==> config.mk <==
export PLATFORM = sky130hd
export DESIGN_NAME = i2s_rx
export DESIGN_NICKNAME = d
export VERILOG_FILES = /design/src/rtl/i2s_rx_pkg.sv /design/src/rtl/i2s_sync_edge.sv /design/src/rtl/i2s_rx.sv
export SDC_FILE = /design/constraint.sdc
export NUM_CORES = 1
export LEC_CHECK = 0
export CORE_ASPECT_RATIO = 0.5
export CORE_MARGIN = 2
export CORE_UTILIZATION = 25
export CTS_BUF_LIST = sky130_fd_sc_hd__clkbuf_16
export DETAILED_ROUTE_END_ITERATION = 7
export PLACE_DENSITY_LB_ADDON = 0.08
export SYNTH_ARGS = -nofsm -noshare
export SYNTH_HDL_FRONTEND = slang
export SYNTH_SLANG_ARGS = --single-unit
==> constraint.sdc <==
create_clock -name clock -period 2.6 [get_ports clock]
set_input_delay 0.39 -clock clock [delete_from_list [all_inputs] [get_ports clock]]
set_output_delay 0.39 -clock clock [all_outputs]
set_load 0.01 [all_outputs]
==> src/rtl/i2s_rx_pkg.sv <==
// Shared definitions for the I2S capture path: default sample width, default
// ear hysteresis thresholds and the receiver state encoding.
package i2s_rx_pkg;

    localparam int unsigned WIDTH_DEF = 16;

    // Ear comparator thresholds, signed, with LO strictly below HI.
    localparam logic signed [15:0] HI_DEF = 16'sd2048;
    localparam logic signed [15:0] LO_DEF = -16'sd2048;

    typedef logic [0:0] state_t;
    localparam state_t ST_SYNC = 1'b0;
    localparam state_t ST_RUN  = 1'b1;

endpackage

==> src/rtl/i2s_sync_edge.sv <==
// Two-flop synchroniser plus registered rising-edge detector.
//   clock   : system clock
//   reset   : synchronous active-low reset
//   edge_in : asynchronous strobe whose rising edges are detected (sck)
//   din     : other asynchronous inputs that travel alongside edge_in
//   dout    : din, synchronised and delayed to line up with rise
//   rise    : one-clock pulse per rising edge of edge_in
module i2s_sync_edge #(
    parameter int unsigned W = 1
) (
    input  logic         clock,
    input  logic         reset,
    input  logic         edge_in,
    input  logic [W-1:0] din,
    output logic [W-1:0] dout,
    output logic         rise
);

    logic [W:0] s1_q, s1_d;
    logic [W:0] s2_q, s2_d;
    logic [W:0] s3_q, s3_d;
    logic       rise_q, rise_d;

    always_comb begin
        s1_d   = {din, edge_in};
        s2_d   = s1_q;
        s3_d   = s2_q;
        rise_d = s2_q[0] & ~s3_q[0];
    end

    always_ff @(posedge clock) begin
        if (!reset) begin
            s1_q   <= '0;
            s2_q   <= '0;
            s3_q   <= '0;
            rise_q <= 1'b0;
        end else begin
            s1_q   <= s1_d;
            s2_q   <= s2_d;
            s3_q   <= s3_d;
            rise_q <= rise_d;
        end
    end

    // The edge pulse is registered, so the data is taken one stage later too;
    // both then reflect the pins as sampled on the same clock edge.
    assign dout = s3_q[W:1];
    assign rise = rise_q;

endmodule

==> src/rtl/i2s_rx.sv <==
// I2S receiver: oversamples sck/lr/d with the system clock, deserialises
// MSB-first slots into left/right samples and drives a hysteresis ear bit
// from the left channel.
//   clock, reset : system clock, synchronous active-low reset
//   sck, lr, d   : I2S bit clock, word select (0 = left), serial data
//   ldata, rdata : last complete left/right sample
//   lstb, rstb   : one-clock pulse when ldata/rdata updates
//   ferr         : one-clock pulse when a slot ends short of WIDTH bits
//   ear          : hysteresis comparator on the left sample
module i2s_rx
    import i2s_rx_pkg::*;
#(
    parameter int unsigned             WIDTH = WIDTH_DEF,
    parameter logic signed [WIDTH-1:0] HI    = HI_DEF,
    parameter logic signed [WIDTH-1:0] LO    = LO_DEF
) (
    input  logic             clock,
    input  logic             reset,
    input  logic             sck,
    input  logic             lr,
    input  logic             d,
    output logic [WIDTH-1:0] ldata,
    output logic [WIDTH-1:0] rdata,
    output logic             lstb,
    output logic             rstb,
    output logic             ferr,
    output logic             ear
);

    localparam int unsigned    CW       = $clog2(WIDTH + 1);
    localparam logic [CW-1:0]  CNT_FULL = CW'(WIDTH);

    logic sck_edge, lr_s, d_s;

    i2s_sync_edge #(
        .W(2)
    ) u_sync (
        .clock  (clock),
        .reset  (reset),
        .edge_in(sck),
        .din    ({lr, d}),
        .dout   ({lr_s, d_s}),
        .rise   (sck_edge)
    );

    state_t             state_q, state_d;
    logic               lr_prev_q, lr_prev_d;
    logic [CW-1:0]      cnt_q, cnt_d;
    logic [WIDTH-1:0]   sh_q, sh_d;
    logic [WIDTH-1:0]   ldata_q, ldata_d;
    logic [WIDTH-1:0]   rdata_q, rdata_d;
    logic               lstb_q, lstb_d;
    logic               rstb_q, rstb_d;
    logic               ferr_q, ferr_d;
    logic               ear_q, ear_d;

    logic [WIDTH-1:0]   sh_n;
    logic [CW-1:0]      cnt_n;
    logic               boundary;

    always_comb begin
        state_d   = state_q;
        lr_prev_d = lr_prev_q;
        cnt_d     = cnt_q;
        sh_d      = sh_q;
        ldata_d   = ldata_q;
        rdata_d   = rdata_q;
        lstb_d    = 1'b0;
        rstb_d    = 1'b0;
        ferr_d    = 1'b0;
        ear_d     = ear_q;

        // Shift/count for the current bit; bits past WIDTH are dropped.
        sh_n  = sh_q;
        cnt_n = cnt_q;
        if (cnt_q < CNT_FULL) begin
            sh_n  = {sh_q[WIDTH-2:0], d_s};
            cnt_n = cnt_q + CW'(1);
        end

        boundary = (lr_s != lr_prev_q);

        if (sck_edge) begin
            if (state_q == ST_SYNC) begin
                // Wait for a slot boundary; the partial slot in flight is lost.
                if (boundary) begin
                    lr_prev_d = lr_s;
                    cnt_d     = '0;
                    sh_d      = '0;
                    state_d   = ST_RUN;
                end
            end else if (boundary) begin
                // The boundary bit is still the LSB of the slot that is ending.
                if (cnt_n >= CNT_FULL) begin
                    if (!lr_prev_q) begin
                        ldata_d = sh_n;
                        lstb_d  = 1'b1;
                    end else begin
                        rdata_d = sh_n;
                        rstb_d  = 1'b1;
                    end
                end else begin
                    ferr_d = 1'b1;
                end
                cnt_d     = '0;
                sh_d      = '0;
                lr_prev_d = lr_s;
            end else begin
                sh_d  = sh_n;
                cnt_d = cnt_n;
            end
        end

        if (lstb_q) begin
            if ($signed(ldata_q) > HI) begin
                ear_d = 1'b1;
            end else if ($signed(ldata_q) < LO) begin
                ear_d = 1'b0;
            end
        end
    end

    always_ff @(posedge clock) begin
        if (!reset) begin
            state_q   <= ST_SYNC;
            lr_prev_q <= 1'b0;
            cnt_q     <= '0;
            sh_q      <= '0;
            ldata_q   <= '0;
            rdata_q   <= '0;
            lstb_q    <= 1'b0;
            rstb_q    <= 1'b0;
            ferr_q    <= 1'b0;
            ear_q     <= 1'b0;
        end else begin
            state_q   <= state_d;
            lr_prev_q <= lr_prev_d;
            cnt_q     <= cnt_d;
            sh_q      <= sh_d;
            ldata_q   <= ldata_d;
            rdata_q   <= rdata_d;
            lstb_q    <= lstb_d;
            rstb_q    <= rstb_d;
            ferr_q    <= ferr_d;
            ear_q     <= ear_d;
        end
    end

    assign ldata = ldata_q;
    assign rdata = rdata_q;
    assign lstb  = lstb_q;
    assign rstb  = rstb_q;
    assign ferr  = ferr_q;
    assign ear   = ear_q;

endmodule
==> metrics, run 1 <==
status=complete, no violations; Reg area=0.00138 mm2; gr usage total=0.124; Required @ worst endpoint=2.21 ns; die height=75.9 um; ratio of cells with drive above 1 in the final layout=0.117; Post-Synthesis Cells=277; Final GP Congestion=0.755; clk_skew=0.00415 ns; final total power=2.27 mW; Setup Fix Bufs, Post-CTS=0; first-pass GRT wire length=10,700 um; crit path max-delay cell type=clkdlybuf4s50_1; cell family with most CP delay=buffers and inverters; synthesized flop and latch total=69; Max Transition Viols Final=0; IO Port Bufs=40; Skew-Pair Late Insertion Delay=0.33 ns; RSZ-0062 raised after global routing=false; Hold WC Path Type=reg2reg; area occupied by multi-input gates=0.00110 mm2; Post-synth ARST share=0; Mean Syn Cell Area=9.33 um2; clk buf depth=2; DRC=0; Core Rows=26; DRT Wirelength=6300 um; Worst-path clk slew=0.06 ns; CTS Root Buffer Type=clkbuf_16; Final Hold Viols=0; Min Clock Period, post-route=1.69 ns; crit-path max cell delay=0.57 ns; setup tns final=0 ns; vias per cell=4.48; commonest non-fill, non-tap cell in the layout=dfxtp_1; area of the mapped netlist=0.00258 mm2; total die area=0.0112 mm2; Lkg Pwr=1.17 nW; CTS Buf Count=9; Power Density=673 mW/mm2; post-route ant nets=0; initial antenna violation count=0; dpl ws=0.998 ns; critical path arrival=1.30 ns; post-detail-place hpwl=4080 um; top_reg_cell synth=dfxtp_1; type of the worst setup path=reg2out; CTS tree=done; max_cap viols=0; endpoints failing setup=0; Syn. warnings=0; final worst setup slack=0.907 ns; Iteration-0 DRC Markers=116; CTS Hold Bufs=0; Slew @ Worst Pin=0.741 ns; WL met2=2770 um; io pins=41; Ant. Diodes=0; initial core utilization=0.256; final global-route overflow total=0; top layer in use=met4; Startpoint Class=register; wl on met1=3160 um; Net count, final=318; crit end category=output pin; crit path cell chain=clkdlybuf4s50_1; via count=2,048; H-tree depth reported by CTS=3; most frequent cells in the layout=dfxtp_1, clkdlybuf4s50_1, nand3_1, o21ai_0, nor2_1; drt pass-1 iters=4; # fillers=1,055; Buf/Inv on CP=1; die width=148 um; Tcrit/Tclk final=0.651; Crit Path Max Fanout=4; Post-Syn Nets=283; Avg WL per Cell=13.8 um; largest net degree at the start of global routing=61; register area share after synthesis=0.534; vias in the first global route=2,013; worst IR drop on VDD=0.305 mV; fmax=591 MHz; Slew HR=0.506; Post-synth EDFFs=0; clk sink count=69; DP Cell Count=441; post-synthesis cell type count=34; core area=0.0101 mm2; final non-filler cell total=457; Synth-to-Final Area Change=30.8%; WL met3=283 um; post_cts resized=0
## synthesized netlist by cell type (3+ instances only)
cell,n,area share
and2_1,10,0.024
nor2_1,23,0.033
clkbuf_1,12,0.017
a22oi_1,16,0.046
nand4_1,3,0.0073
buf_1,3,0.0044
nor4_1,3,0.0073
inv_1,3,0.0044
mux2_2,16,0.070
nand3_1,33,0.064
dfxtp_1,69,0.53
o21ai_0,33,0.064
buf_2,4,0.0077
nor3_1,3,0.0058
nand2_1,21,0.030
## registers in the layout, indices dropped and copies added (netlist names)
register     flops
rdata           16
u_sync.rise      1
state_q          1
rstb             1
ear              1
lstb             1
ldata           16
u_sync.s1_q      3
sh_q            16
ferr             1
u_sync.s2_q      3
lr_prev_q        1
cnt_q            5
u_sync.s3_q      3
## routing by layer
layer,up-vias,global-route usage
met2,29,0.185
met4,0,0.0413
li1,1045,-
met5,-,0
met3,9,0.0536
met1,965,0.160
## report_power, final
| part | switching [mW] | leakage (nW) | internal, mW |
|---|---|---|---|
| clock network | 0.445 | 0.139 | 0.726 |
| registers | 0.00273 | 0.557 | 1.06 |
| logic | 0.0249 | 0.474 | 0.0109 |
| total | 0.473 | 1.17 | 1.80 |
## worst paths after layout
check / depth (start not counted) / from / slack (ns) / end
max: 1 / ldata[14] / 0.91 / ldata[14]
min: 1 / u_sync.s3_q[0] / 0.39 / u_sync.rise
max reg2reg: 4 / u_sync.rise / 0.99 / sh_q[6]
min reg2reg: 1 / u_sync.s3_q[0] / 0.39 / u_sync.rise
## cell type report
class | count | share of cell area
Inverter | 3 | 0.00333
Timing Repair Buffer | 44 | 0.126
Multi-Input combinational cell | 185 | 0.327
Tap cell | 140 | 0.0518
Clock buffer | 9 | 0.0666
Clock inverter | 7 | 0.0170
Sequential cell | 69 | 0.409
## cells by family after synthesis
kind of cell             after synthesis  synth area share
AO/OA/AOI/OAI                         60             0.141
flip-flops                            69             0.534
XOR/XNOR                               3            0.0131
buffers and inverters                 23            0.0382
adder cells (fa/ha/maj)                1           0.00484
AND/OR/NAND/NOR                      104             0.195
multiplexers                          17            0.0736
## through the flow
stage | area [um2] | hold WS [ns] | utilization
after floorplan | 2580 | 0.367 | -
after global placement | 3100 | 0.392 | 0.306
after detailed placement | 3100 | 0.397 | 0.306
after CTS | 3380 | 0.405 | 0.334
after global routing | 3380 | 0.410 | 0.334
final | 3380 | 0.395 | 0.334
Note: power is estimated with default switching activity, not from simulation.
==> run 2, diff against run 1 <==
Clock period 2.6 ns to 1.58 ns, I/O delays scaled along.
==> run 2 against run 1 <==
Combinational power rose by 96%. Setup slack got worse by 0.83 ns. Sequential power rose by 64%. First-iteration DRC count rose by 12%. Power rose by 74%. Clock-buffer cell count did not move. Register-to-register slack got worse by 0.87 ns. Routed wire length rose by 0.63%. Utilization rose by 1.8 points. Design area rose by 5.3%. Cell count rose by 1.8%. Largest power group unchanged.
==> metrics, run 2 (synthesized netlist as in run 1, its figures left out) <==
status=complete, no violations (unchanged); Iteration-0 DRC Markers=130 (was 116); post-detail-place hpwl=4140 um (was 4080 um); fmax=664 MHz; setup tns final=0 ns (unchanged); internal power=3.15 mW (was 1.80 mW); type of the worst setup path=reg2out (unchanged); final total power=3.95 mW (was 2.27 mW); crit end category=output pin (unchanged); gr usage total=0.117 (was 0.124); sw power=805 uW (was 473 uW); drt pass-1 iters=4 (unchanged); Final Hold Viols=0 (unchanged); dpl ws=0.0327 ns (was 0.998 ns); met2 usage=0.179 (was 0.185); initial core utilization=0.256 (unchanged); Net count, final=326 (was 318); Buf/Inv on CP=1 (unchanged); Final GP Congestion=0.683 (was 0.755); hold_ws=0.275 ns (was 0.395 ns); Critical path origin=ldata[5] (was ldata[14]); Power Density=1110 mW/mm2 (was 673 mW/mm2); Crit Path Max Fanout=3 (was 4); H-tree depth reported by CTS=3 (unchanged); GRT met1 Usage=0.150 (was 0.160); endpoints failing setup=0 (unchanged); Max Transition Viols Final=0 (unchanged); IO Port Bufs=40 (unchanged); final non-filler cell total=465 (was 457); Min Clock Period, post-route=1.51 ns; crit path max-delay cell type=clkdlybuf4s50_1 (unchanged); die width=148 um (unchanged); total die area=0.0112 mm2 (unchanged); Avg WL per Cell=13.6 um (was 13.8 um); hold_sp=reset (was u_sync.s3_q[0]); largest net degree at the start of global routing=34 (was 61); area occupied by multi-input gates=0.00113 mm2 (was 0.00110 mm2); die height=75.9 um (unchanged); Slew HR=0.699 (was 0.506); final worst setup slack=0.0746 ns (was 0.907 ns); Slew @ Worst Pin=0.450 ns (was 0.741 ns); commonest non-fill, non-tap cell in the layout=dfxtp_1 (unchanged); Lkg Pwr=1.25 nW (was 1.17 nW); clk sink count=69 (unchanged); first-pass GRT wire length=10,300 um (was 10,700 um); cell family with most CP delay=buffers and inverters (unchanged); Tcrit/Tclk final=0.953; Final Util=0.352 (was 0.334); core area=0.0101 mm2 (unchanged); final instance area=0.00356 mm2 (was 0.00338 mm2); max_cap viols=0 (unchanged); initial antenna violation count=0 (unchanged); ratio of cells with drive above 1 in the final layout=0.163 (was 0.117); critical path arrival=1.27 ns (was 1.30 ns); combinational share of power=0.018 (was 0.016); DRT Wirelength=6340 um (was 6300 um); vias in the first global route=1,989 (was 2,013); Required @ worst endpoint=1.34 ns (was 2.21 ns); Synth-to-Final Area Change=37.7% (was 30.8%); Sw Share=0.204 (was 0.208); clk_skew=0.00570 ns (was 0.00415 ns); Core Rows=26 (unchanged); io pins=41 (unchanged); Ant. Diodes=0 (unchanged); crit-path max cell delay=0.56 ns (was 0.57 ns); CTS tree=done (unchanged); Top Usage Layer GRT=met2 (unchanged); CTS Buf Count=9 (unchanged); post-route ant nets=0 (unchanged); Startpoint Class=register (unchanged); clk buf depth=2 (unchanged); vias per cell=4.54 (was 4.48); CTS Root Buffer Type=clkbuf_16 (unchanged); area post-placement=0.00318 mm2 (was 0.00310 mm2); RR Startpoint=cnt_q[0] (was u_sync.rise); power share of the sequential group=0.444 (was 0.469); DP Cell Count=447 (was 441); crit path cell chain=clkdlybuf4s50_1 (unchanged); Reg area=0.00139 mm2 (was 0.00138 mm2); # fillers=1,050 (was 1,055); GR Util met3=0.0464 (was 0.0536); DRC=0 (unchanged); final global-route overflow total=0 (unchanged); RSZ-0062 raised after global routing=false (unchanged); worst IR drop on VDD=0.528 mV (was 0.305 mV); Clock power frac=0.539 (was 0.515); via count=2,113 (was 2,048); Worst-path clk slew=0.06 ns (about the same); Hold WC Path Type=in2reg (was reg2reg); Skew-Pair Late Insertion Delay=0.33 ns (about the same); most frequent cells in the layout=dfxtp_1, clkdlybuf4s50_1, nand3_1, o21ai_0, nor2_1 (unchanged)
## run 2: changes by cell type in the layout (fill, tap and decap cells not counted), moves of 2 or more
cell,delta
dfxtp_2,+4
buf_4,+4
clkinvlp_4,+2
dfxtp_1,-4
clkinv_1,-3
buf_12,+3
## run 2: repair_timing
| action | 4_1_cts | 5_1_grt |
|---|---|---|
| setup buffers | 0 | 1 |
| resized for setup | 0 | 8 |
| endpoints found under the setup margin | 0 | 44 |
| hold buffers | 0 | 0 |
## run 2: metal layers
layer  vias to the layer above  share of wire
met2                        50           0.44
li1                       1063              -
met4                         0          0.017
met5                         -              0
met1                       991           0.49
met3                         9          0.049
## run 2: final cells by class
| class | instances | area share |
|---|---|---|
| clock buffers | 9 | 0.0633 |
| clock inverters | 7 | 0.0257 |
| inverters | 3 | 0.00316 |
| multi-input cells | 185 | 0.317 |
| flip-flops and latches | 69 | 0.390 |
| well taps | 140 | 0.0492 |
| repair buffers | 52 | 0.152 |
## run 2: worst paths after layout
check	endpoint	slack [ns]	cells past startpoint
max reg2reg	ldata[1]	0.12	7
min reg2reg	u_sync.rise	0.38	1
max	ldata[5]	0.07	1
min	cnt_q[3]	0.27	2
## run 2: power by group through the flow
| stage | logic, mW | clock network [mW] | registers (mW) |
|---|---|---|---|
| finish | 0.0701 | 2.13 | 1.75 |
| global route | 0.0772 | 2.27 | 1.75 |
| CTS | 0.0703 | 2.19 | 1.75 |
| detailed placement | 0.0703 | 0 | 1.79 |
| global placement | 0.0696 | 0 | 1.79 |
| floorplan | 0.0424 | 0 | 1.79 |
## run 2: worst register-to-register path: cells and delay by family, from the launching register on
family,cells,cell delay (ns)
DFF,1,0.36
buffers and inverters,2,0.35
AOI/OAI and AO/OA,2,0.25
adders and majority gates,1,0.20
and+or+nand+nor,2,0.18
==> run 3, diff against run 2 <==
Settings changed: SYNTH_HIERARCHICAL from default to 1.
==> run 3 against run 2 <==
Clock-buffer cell count stayed put. Global-route usage grew 0.64 points. Via count shrank 0.57%. Power is 8.2% lower. Flip-flop and latch count is the same. Critical endpoint is now ldata[13]. Highest routed layer unchanged.
==> metrics, run 3 <==
status=complete, no violations (unchanged); commonest non-fill, non-tap cell in the layout=dfxtp_1 (unchanged); Power Density=947 mW/mm2 (was 1110 mW/mm2); RSZ-0062 raised after global routing=true (was false); max_cap viols=0 (unchanged); synth cell count leaders=dfxtp_1, nand2_1, o211a_1 (was dfxtp_1, nand3_1, o21ai_0); H-tree depth reported by CTS=3 (unchanged); clk sink count=69 (unchanged); fmax=637 MHz (was 664 MHz); IO Port Bufs=40 (unchanged); die width=153 um (was 148 um); post-route ant nets=0 (unchanged); DRT Wirelength=7020 um (was 6340 um); Sw Share=0.218 (was 0.204); clk_skew=0.00739 ns (was 0.00570 ns); final non-filler cell total=467 (was 465); vias in the first global route=2,090 (was 1,989); Iteration-0 DRC Markers=105 (was 130); DRC=0 (unchanged); Post-synth ARST share=0 (unchanged); synthesized flop and latch total=69 (unchanged); DP Cell Count=448 (was 447); r2r worst-path depth=7 (unchanged); post-synth top area cell=dfxtp_1 (unchanged); Synth area leaders=dfxtp_1, o211a_1, mux2i_1, a22oi_1, nor2b_1 (was dfxtp_1, mux2_2, nand3_1, o21ai_0, a22oi_1); die height=78.3 um (was 75.9 um); Slew HR=0.657 (was 0.699); Hold WC Path Type=in2reg (unchanged); io pins=41 (unchanged); hold_ws=0.408 ns (was 0.275 ns); combinational share of power=0.020 (was 0.018); worst IR drop on VDD=0.493 mV (was 0.528 mV); critical path arrival=1.79 ns (was 1.27 ns); crit-path max cell delay=0.33 ns (was 0.56 ns); vias per cell=4.50 (was 4.54); CTS tree=done (unchanged); final global-route overflow total=0 (unchanged); top layer in use=met4 (unchanged); reg-to-reg endpoint=ldata[13] (was ldata[1]); type of the worst setup path=reg2reg (was reg2out); Core Rows=27 (was 26); CTS Buf Count=9 (unchanged); Tcrit/Tclk final=0.994 (was 0.953); Avg WL per Cell=15.0 um (was 13.6 um); Min-Delay Path Depth=2 (unchanged); Hold EP=ldata[5] (was cnt_q[3]); top_reg_cell synth=dfxtp_1 (unchanged); largest net degree at the start of global routing=33 (was 34); Clock power frac=0.497 (was 0.539); hold_sp=reset (unchanged); crit path cell chain=inv_2 -> ha_4 -> and2b_4 -> and4bb_4 -> buf_12 -> nand2_1 -> o211a_1 (was clkdlybuf4s50_1); initial antenna violation count=0 (unchanged); core area=0.0109 mm2 (was 0.0101 mm2); Min Clock Period, post-route=1.57 ns (was 1.51 ns); Final Hold Viols=0 (unchanged); RR Startpoint=u_sync/s3_q[2] (was cnt_q[0]); final total power=3.63 mW (was 3.95 mW); Final GP Congestion=0.724 (was 0.683); Worst-path clk slew=0.06 ns (about the same); wl on met1=3700 um (was 3130 um); Yosys top cell area share=0.501 (was 0.534); crit path max-delay cell type=dfxtp_2 (was clkdlybuf4s50_1); # fillers=1,097 (was 1,050); flop2flop setup slack=0.009 ns (was 0.12 ns); sw power=793 uW (was 805 uW); most frequent cell after synthesis=dfxtp_1 (unchanged); register area share after synthesis=0.501 (was 0.534); dpl ws=-0.00378 ns (was 0.0327 ns); Required @ worst endpoint=1.80 ns (was 1.34 ns); CTS Hold Bufs=0 (unchanged); gr usage total=0.124 (was 0.117); Synth-to-Final Area Change=38.9% (was 37.7%); clk buf depth=2 (unchanged); Max Transition Viols Final=0 (unchanged); post-synthesis cell type count=38 (was 34); Mean Syn Cell Area=10.6 um2 (was 9.33 um2); Post-Syn Nets=267 (was 283); Buf/Inv on CP=2 (was 1); endpoints failing setup=0 (unchanged); WL met3=457 um (was 308 um); most frequent cells in the layout=dfxtp_1, clkdlybuf4s50_1, o211a_1, nand2_1, nor2b_1 (was dfxtp_1, clkdlybuf4s50_1, nand3_1, o21ai_0, nor2_1); Slew @ Worst Pin=0.515 ns (was 0.450 ns); total die area=0.0119 mm2 (was 0.0112 mm2); Post-synth EDFFs=0 (unchanged); Ant. Diodes=0 (unchanged); CTS Root Buffer Type=clkbuf_16 (unchanged); via count=2,101 (was 2,113); Syn. warnings=6 (was 0); post-detail-place hpwl=4750 um (was 4140 um); area of the mapped netlist=0.00276 mm2 (was 0.00258 mm2); drt pass-1 iters=4 (unchanged); crit end category=register (was output pin); ratio of cells with drive above 1 in the final layout=0.199 (was 0.163); WL met2=2790 um (about the same); first-pass GRT wire length=11,400 um (was 10,300 um); Startpoint Class=register (unchanged); Lkg Pwr=1.71 nW (was 1.25 nW); Skew-Pair Late Insertion Delay=0.33 ns (about the same); Net count, final=324 (was 326); Crit Path Max Fanout=17 (was 3); power share of the sequential group=0.483 (was 0.444); cell family with most CP delay=simple AND/OR/NAND/NOR gates (was buffers and inverters); initial core utilization=0.254 (was 0.256); internal power=2.84 mW (was 3.15 mW); Post-Synthesis Cells=260 (was 277); final worst setup slack=0.00950 ns (was 0.0746 ns)
==> run 3: cell types whose count changed after synthesis, moves of 12 or more <==
cell and change:
nand3_1 -30, mux2i_1 +17, nand2_1 +12, nor2_1 -21
nor2b_1 +18, o211a_1 +32, o21ai_0 -31, mux2_2 -16
==> run 3: cells by family after synthesis <==
group / synth area share
adder cells (fa/ha/maj): 0.00907
AND/OR/NAND/NOR: 0.174
multiplexers: 0.0653
AO/OA/AOI/OAI: 0.195
buffers and inverters: 0.0558
flip-flops: 0.501
==> run 3: worst register-to-register path: cells and delay by family, from the launching register on <==
family | cells | cell delay (ns)
AND/OR/NAND/NOR | 3 | 0.61
flip-flops | 1 | 0.33
buffers and inverters | 2 | 0.20
adder cells (fa/ha/maj) | 1 | 0.20
AO/OA/AOI/OAI | 1 | 0.12
==> run 3: metrics by stage <==
step                cell area, um2  TNS [ns]  utilization
finish                        3830         0        0.352
global route                  3830    -0.733        0.352
CTS                           3770         0        0.347
detailed placement            3470  -0.00378        0.319
global placement              3470         0        0.319
floorplan                     2770    -0.546            -
==> run 3: worst max path at each step <==
stage / startpoint / end / slack (ns) / depth (start not counted)
finish: u_sync/s3_q[2] / ldata[13] / 0.009 / 7
global route: u_sync/s3_q[2] / ldata[13] / -0.07 / 7
CTS: u_sync/s3_q[2] / ldata[4] / 0.0004 / 7
detailed placement: lr_prev_q / ldata[1] / -0.004 / 6
global placement: u_sync/s3_q[2] / ldata[12] / 0.03 / 7
floorplan: u_sync/s3_q[2] / ldata[12] / -0.04 / 9
==> run 3: cell type report <==
cell class / instances / area, um2 / area share
Sequential cell: 69 / 1380 / 0.361
Multi-Input combinational cell: 166 / 1250 / 0.327
Timing Repair Buffer: 67 / 729 / 0.190
Clock buffer: 9 / 225 / 0.0588
Tap cell: 145 / 181 / 0.0474
Clock inverter: 7 / 42.5 / 0.0111
Inverter: 4 / 15.0 / 0.00392
==> run 3: power groups by stage <==
stage          Clock, mW  Combinational, mW  Sequential, mW
2_1_floorplan          0             0.0411            1.79
3_3_place_gp           0             0.0708            1.79
3_5_place_dp           0             0.0717            1.79
4_1_cts             1.86             0.0718            1.75
5_1_grt             1.97             0.0783            1.75
6_report            1.80             0.0709            1.75
==> run 3: routing by layer <==
layer / global-route usage / vias up
met3: 0.0464 / 8
met5: 0 / -
li1: - / 1052
met2: 0.177 / 56
met1: 0.172 / 985
met4: 0.0389 / 0
==> run 3: repair_timing <==
action,in CTS,in global routing
gates resized for setup,8,3
pin swaps,1,2
endpoints found under the setup margin,14,32
gates cloned,1,1
setup buffers,0,1
